## src/rtl/alu_sequencer.sv

```systemverilog
// -----------------------------------------------------------------------------
// alu_sequencer
//
// Three-state instruction sequencer (IDLE -> EXEC -> WB) that drives an
// external combinational ALU from an 8 x 32-bit register file and writes the
// result back.
//
// Ports
//   clk          single clock, all state updates on the rising edge
//   rst          synchronous, active-high reset
//   instr        16-bit instruction: [15:12] opcode, [11:9] rd, [8:6] rs1,
//                [5:3] rs2; LDI immediate is [8:0]
//   instr_valid  instr is presented (only looked at in IDLE)
//   instr_ready  high in IDLE only
//   op1, op2     operands to the external ALU (rf[rs1], rf[rs2] of instr_q)
//   alu_control  ALU operation select (instr_q opcode)
//   alu_result   ALU result for op1/op2/alu_control, same cycle
//   alu_zero     ALU zero flag for alu_result
//   done         one-cycle pulse after a register-file writeback
//   err          one-cycle pulse after an illegal opcode (9..15)
//   zero_flag    zero status of the last written result
//   wb_data      last value written to the register file
//   dbg_addr     debug read address
//   dbg_data     combinational read of rf[dbg_addr]
// -----------------------------------------------------------------------------
module alu_sequencer (
  input  logic        clk,
  input  logic        rst,
  input  logic [15:0] instr,
  input  logic        instr_valid,
  output logic        instr_ready,
  output logic [31:0] op1,
  output logic [31:0] op2,
  output logic [3:0]  alu_control,
  input  logic [31:0] alu_result,
  input  logic        alu_zero,
  output logic        done,
  output logic        err,
  output logic        zero_flag,
  output logic [31:0] wb_data,
  input  logic [2:0]  dbg_addr,
  output logic [31:0] dbg_data
);

  typedef enum logic [1:0] {
    IDLE = 2'd0,
    EXEC = 2'd1,
    WB   = 2'd2
  } state_t;

  localparam logic [3:0] OP_LDI = 4'd8;

  state_t      state_reg;
  logic [15:0] instr_q;
  logic [31:0] res_q;
  logic        zq;
  logic [31:0] rf [8];
  logic        done_reg;
  logic        err_reg;
  logic        zero_flag_reg;
  logic [31:0] wb_data_reg;

  // Field decode of the captured instruction
  logic [3:0] opcode;
  logic [2:0] rd;
  logic [2:0] rs1;
  logic [2:0] rs2;
  logic [8:0] imm;

  assign opcode = instr_q[15:12];
  assign rd     = instr_q[11:9];
  assign rs1    = instr_q[8:6];
  assign rs2    = instr_q[5:3];
  assign imm    = instr_q[8:0];

  // Per-entry write strobe: only the rd entry, only during WB
  logic [7:0] wr_en;

  generate
    for (genvar gi = 0; gi < 8; gi++) begin : g_wr_en
      assign wr_en[gi] = (state_reg == WB) && (rd == 3'(gi));
    end
  endgenerate

  always_ff @(posedge clk) begin
    if (rst) begin
      state_reg     <= IDLE;
      instr_q       <= 16'd0;
      res_q         <= 32'd0;
      zq            <= 1'b0;
      done_reg      <= 1'b0;
      err_reg       <= 1'b0;
      zero_flag_reg <= 1'b0;
      wb_data_reg   <= 32'd0;
      for (int i = 0; i < 8; i++) begin
        rf[i] <= 32'd0;
      end
    end else begin
      done_reg <= 1'b0;
      err_reg  <= 1'b0;
      case (state_reg)
        IDLE: begin
          if (instr_valid) begin
            instr_q   <= instr;
            state_reg <= EXEC;
          end
        end
        EXEC: begin
          if (!opcode[3]) begin
            // Opcodes 0-7 go through the external ALU; operands were
            // read from rf here, before any writeback of this instruction.
            res_q     <= alu_result;
            zq        <= alu_zero;
            state_reg <= WB;
          end else if (opcode == OP_LDI) begin
            res_q     <= {23'd0, imm};
            zq        <= (imm == 9'd0);
            state_reg <= WB;
          end else begin
            // Illegal opcode: flag it and drop the instruction untouched
            err_reg   <= 1'b1;
            state_reg <= IDLE;
          end
        end
        WB: begin
          wb_data_reg   <= res_q;
          zero_flag_reg <= zq;
          done_reg      <= 1'b1;
          state_reg     <= IDLE;
        end
        default: begin
          state_reg <= IDLE;
        end
      endcase
      for (int i = 0; i < 8; i++) begin
        if (wr_en[i]) begin
          rf[i] <= res_q;
        end
      end
    end
  end

  assign instr_ready = (state_reg == IDLE);
  assign op1         = rf[rs1];
  assign op2         = rf[rs2];
  assign alu_control = opcode;
  assign done        = done_reg;
  assign err         = err_reg;
  assign zero_flag   = zero_flag_reg;
  assign wb_data     = wb_data_reg;
  assign dbg_data    = rf[dbg_addr];

endmodule

```

## config.mk

```make
export PLATFORM = sky130hd
export DESIGN_NAME = alu_sequencer
export DESIGN_NICKNAME = d
export VERILOG_FILES = /design/src/rtl/alu_sequencer.sv
export SDC_FILE = /design/constraint.sdc
export NUM_CORES = 1
export LEC_CHECK = 0
export CORE_MARGIN = 2
export CORE_UTILIZATION = 62
export DETAILED_ROUTE_END_ITERATION = 16
export GPL_TIMING_DRIVEN = 0
export PLACE_DENSITY = 0.86
export SYNTH_ARGS = -nofsm -noshare
export SYNTH_HDL_FRONTEND = slang
export SYNTH_SLANG_ARGS = --single-unit
```

## constraint.sdc

```tcl
create_clock -name clk -period 6.12 [get_ports clk]
set_clock_uncertainty 0.2 [all_clocks]
set_input_delay 1.53 -clock clk [delete_from_list [all_inputs] [get_ports clk]]
set_output_delay 1.53 -clock clk [all_outputs]
set_load 0.005 [all_outputs]
```

==> summary.txt <==
===========================================================================================
Outcome                                                                        finished, violations left
Violated checks                                                                         DRC
Starting Density                                                                      0.625
Wire length of the first global-routing pass                                       77900 um
Met3 layer usage reported by global route                                            0.0795
Flip-flop and latch count after synthesis                                               348
Number of buffers inserted by post-CTS setup repair                                       0
Fin crit share                                                                        0.873
Routability cong.                                                                     0.834
Setup repair after global routing missed its margin                                   false
Synthesized cell area                                                            0.0184 mm2
Number of buffers inserted by port buffering                                            187
Final core utilization                                                                0.748
Cells after Synth                                                                      1239
Most used cells in the layout excluding fill and tap cells                     sky130_fd_sc_hd__edfxtp_1, sky130_fd_sc_hd__nor2_1, sky130_fd_sc_hd__clkdlybuf4s50_1, sky130_fd_sc_hd__mux4_1, sky130_fd_sc_hd__mux2_2
Count of nets after finishing                                                          1526
# DRC                                                                                     1
Clock sink count                                                                        348
Met1 track demand over resource                                                       0.442
Critical-path cell list                                                        clkbuf_1 > buf_2 > mux4_2 > mux2_2 > clkdlybuf4s50_1
Routed via count                                                                      12800
TritonCTS clock tree                                                                   done
Worst Setup End Kind                                                             output pin
Drt pass-1 iters                                                                         14
Total count of max-transition violations in the final report                              0
Flip-flop count of the largest register, all copies and words added                     256
Layout cell share with drive strength beyond 1                                        0.184
Clock insertion delay at the later pin of the skew report                           0.53 ns
FP Rows                                                                                  63
Measured slew at the worst slew-check pin                                           1.27 ns
Met2 track utilization from global routing                                            0.546
Number of ports placed on the die boundary                                              191
Most common library cell in the layout ignoring fill and taps                  sky130_fd_sc_hd__edfxtp_1
Pin count of the biggest net entering global routing                                     33
Highest net fanout along the worst path                                                  10
Hold buffers post-CTS                                                                     0
Hold slack final                                                                   0.253 ns
Wire length per cell                                                                27.8 um
Syn_nets                                                                               1294
Static Leak                                                                      0.00799 uW
Fin worst setup slack                                                              0.779 ns
Max_slew headroom                                                                     0.153
Total of max-cap violations                                                               0
Number of antenna violations at the first check in global routing                         0
Pre-CTS worst setup slack                                                          0.856 ns
Global-route congestion overflow total                                                    0
Count of synthesis-stage warnings from yosys                                              0
Number of buffers created by CTS                                                         36
Pwr dens                                                                         258 mW/mm2
Layer with the highest usage after global routing                                      met2
Count of fill cells added during filler insertion                                      1663
Die height                                                                           176 um
Clock buffer depth                                                                        3
Final number of setup-violating endpoints                                                 0
Path depth of the worst reg2reg path                                                      4
Slowest cell on the critical path                                              sky130_fd_sc_hd__clkdlybuf4s50_1
Final WL                                                                           52500 um
Most common flop cell mapped by yosys                                          sky130_fd_sc_hd__edfxtp_1
Yosys cell types                                                                         34
Max Freq                                                                            187 MHz
Final-layout setup total negative slack                                                0 ns
Syn_area_per_cell                                                                  14.8 um2
Final hold viol count                                                                     0
VDD IR-drop max                                                                      236 uV
Clock Pin Slew Worst Setup and Hold Paths                                           0.06 ns
Data required time at the worst endpoint                                            4.39 ns
Die footprint                                                                    0.0310 mm2
CTS Root Buffer Type                                                           sky130_fd_sc_hd__clkbuf_16
Worst min-delay path class                                                     flop to flop
Floorplan die width                                                                  176 um
Post-cts gate resize count                                                                0
Layout-stage area growth over the synthesis result                                    19.8%
Number of H-tree levels                                                                   2
Number of enable-type register cells in the synthesized netlist                         256
Arrival time of data at the critical path endpoint                                  3.61 ns
CP max stage delay                                                                  0.49 ns
Area of the core region                                                          0.0294 mm2
Via-per-instance ratio                                                                 6.78
Ys async rst share                                                                        0
Number of design-rule violations left by the first detailed-router iteration           1818
Vias in the first global route                                                        13100
Part of the Yosys area used for sequential elements                                   0.519
Total global routing track utilization                                                0.342
Hold depth                                                                                2
Fin crit period                                                                     5.34 ns
Worst Setup Path Type                                                          primary input to output pin
Number of inserted diodes                                                                 0
Final HPWL from detailed placement                                                 34300 um
Remaining number of nets flagged by the antenna check after routing                       0
Launching element type of the critical path                                    primary input
===========================================================================================
[worst max-delay path, delay by kind of cell]
family,cells,cell delay (ns)
multiplexers,2,0.67
buffers and inverters,3,1.40
[power by group]
group	internal, uW	total [uW]	switching, uW	leakage [uW]
Sequential	2630	2700	70.0	0.00340
Combinational	476	861	386	0.00405
Clock	1220	2120	905	0.000543
Total	4320	5680	1360	0.00799
[final cells by class]
type	instances	area, um2	area share
inverter	33	124	0.00563
timing repair buffer	194	2010	0.0914
multi-input combinational	721	8020	0.364
buffer	137	714	0.0325
clock inverter	9	77.6	0.00353
sequential	348	9530	0.433
tap	390	488	0.0222
clock buffer	54	1040	0.0473
[cells by family after synthesis]
kind of cell,Yosys count,share of synthesized area
and+or+nand+nor,339,0.0772
buffers and inverters,170,0.0456
DFF,348,0.519
AOI/OAI and AO/OA,69,0.0255
muxes,313,0.333
[worst paths after layout]
path,from,to,slack (ns)
max,dbg_addr[1],dbg_data[14],0.78
min,wb_data[19],wb_data[19],0.25
max reg2reg,state_reg[1],rf[4][0],3.42
min reg2reg,wb_data[19],wb_data[19],0.25
[layer usage]
metal / share of wire / wire length, um / up-vias
met5: 0.0022 / 115 / -
met4: 0.055 / 2870 / 2
met3: 0.12 / 6180 / 213
met2: 0.47 / 24600 / 1027
met1: 0.36 / 18700 / 6262
li1: - / - / 5275
[stage by stage]
step | power [uW] | cell area [um2] | std cells
6_report | 5680 | 22000 | 1886
2_1_floorplan | 3190 | 18400 | 1239
5_1_grt | 5800 | 22000 | 1886
4_1_cts | 5660 | 22000 | 1886
3_5_place_dp | 3590 | 20900 | 1823
3_3_place_gp | 3550 | 20700 | 1816
[cells in the mapped netlist (all sizes together), types with 8 or more instances]
library cell / number / area, um2
a21oi: 33 / 165
a22oi: 8 / 60.1
buf: 69 / 458
clkbuf: 68 / 256
dfxtp: 92 / 1840
edfxtp: 256 / 7690
inv: 33 / 124
mux2: 96 / 1090
mux2i: 25 / 250
mux4: 192 / 4770
nand2: 69 / 259
nand2b: 42 / 263
nor2: 214 / 806
o2bb2ai: 23 / 201
Power figures use the tool's default switching activity.
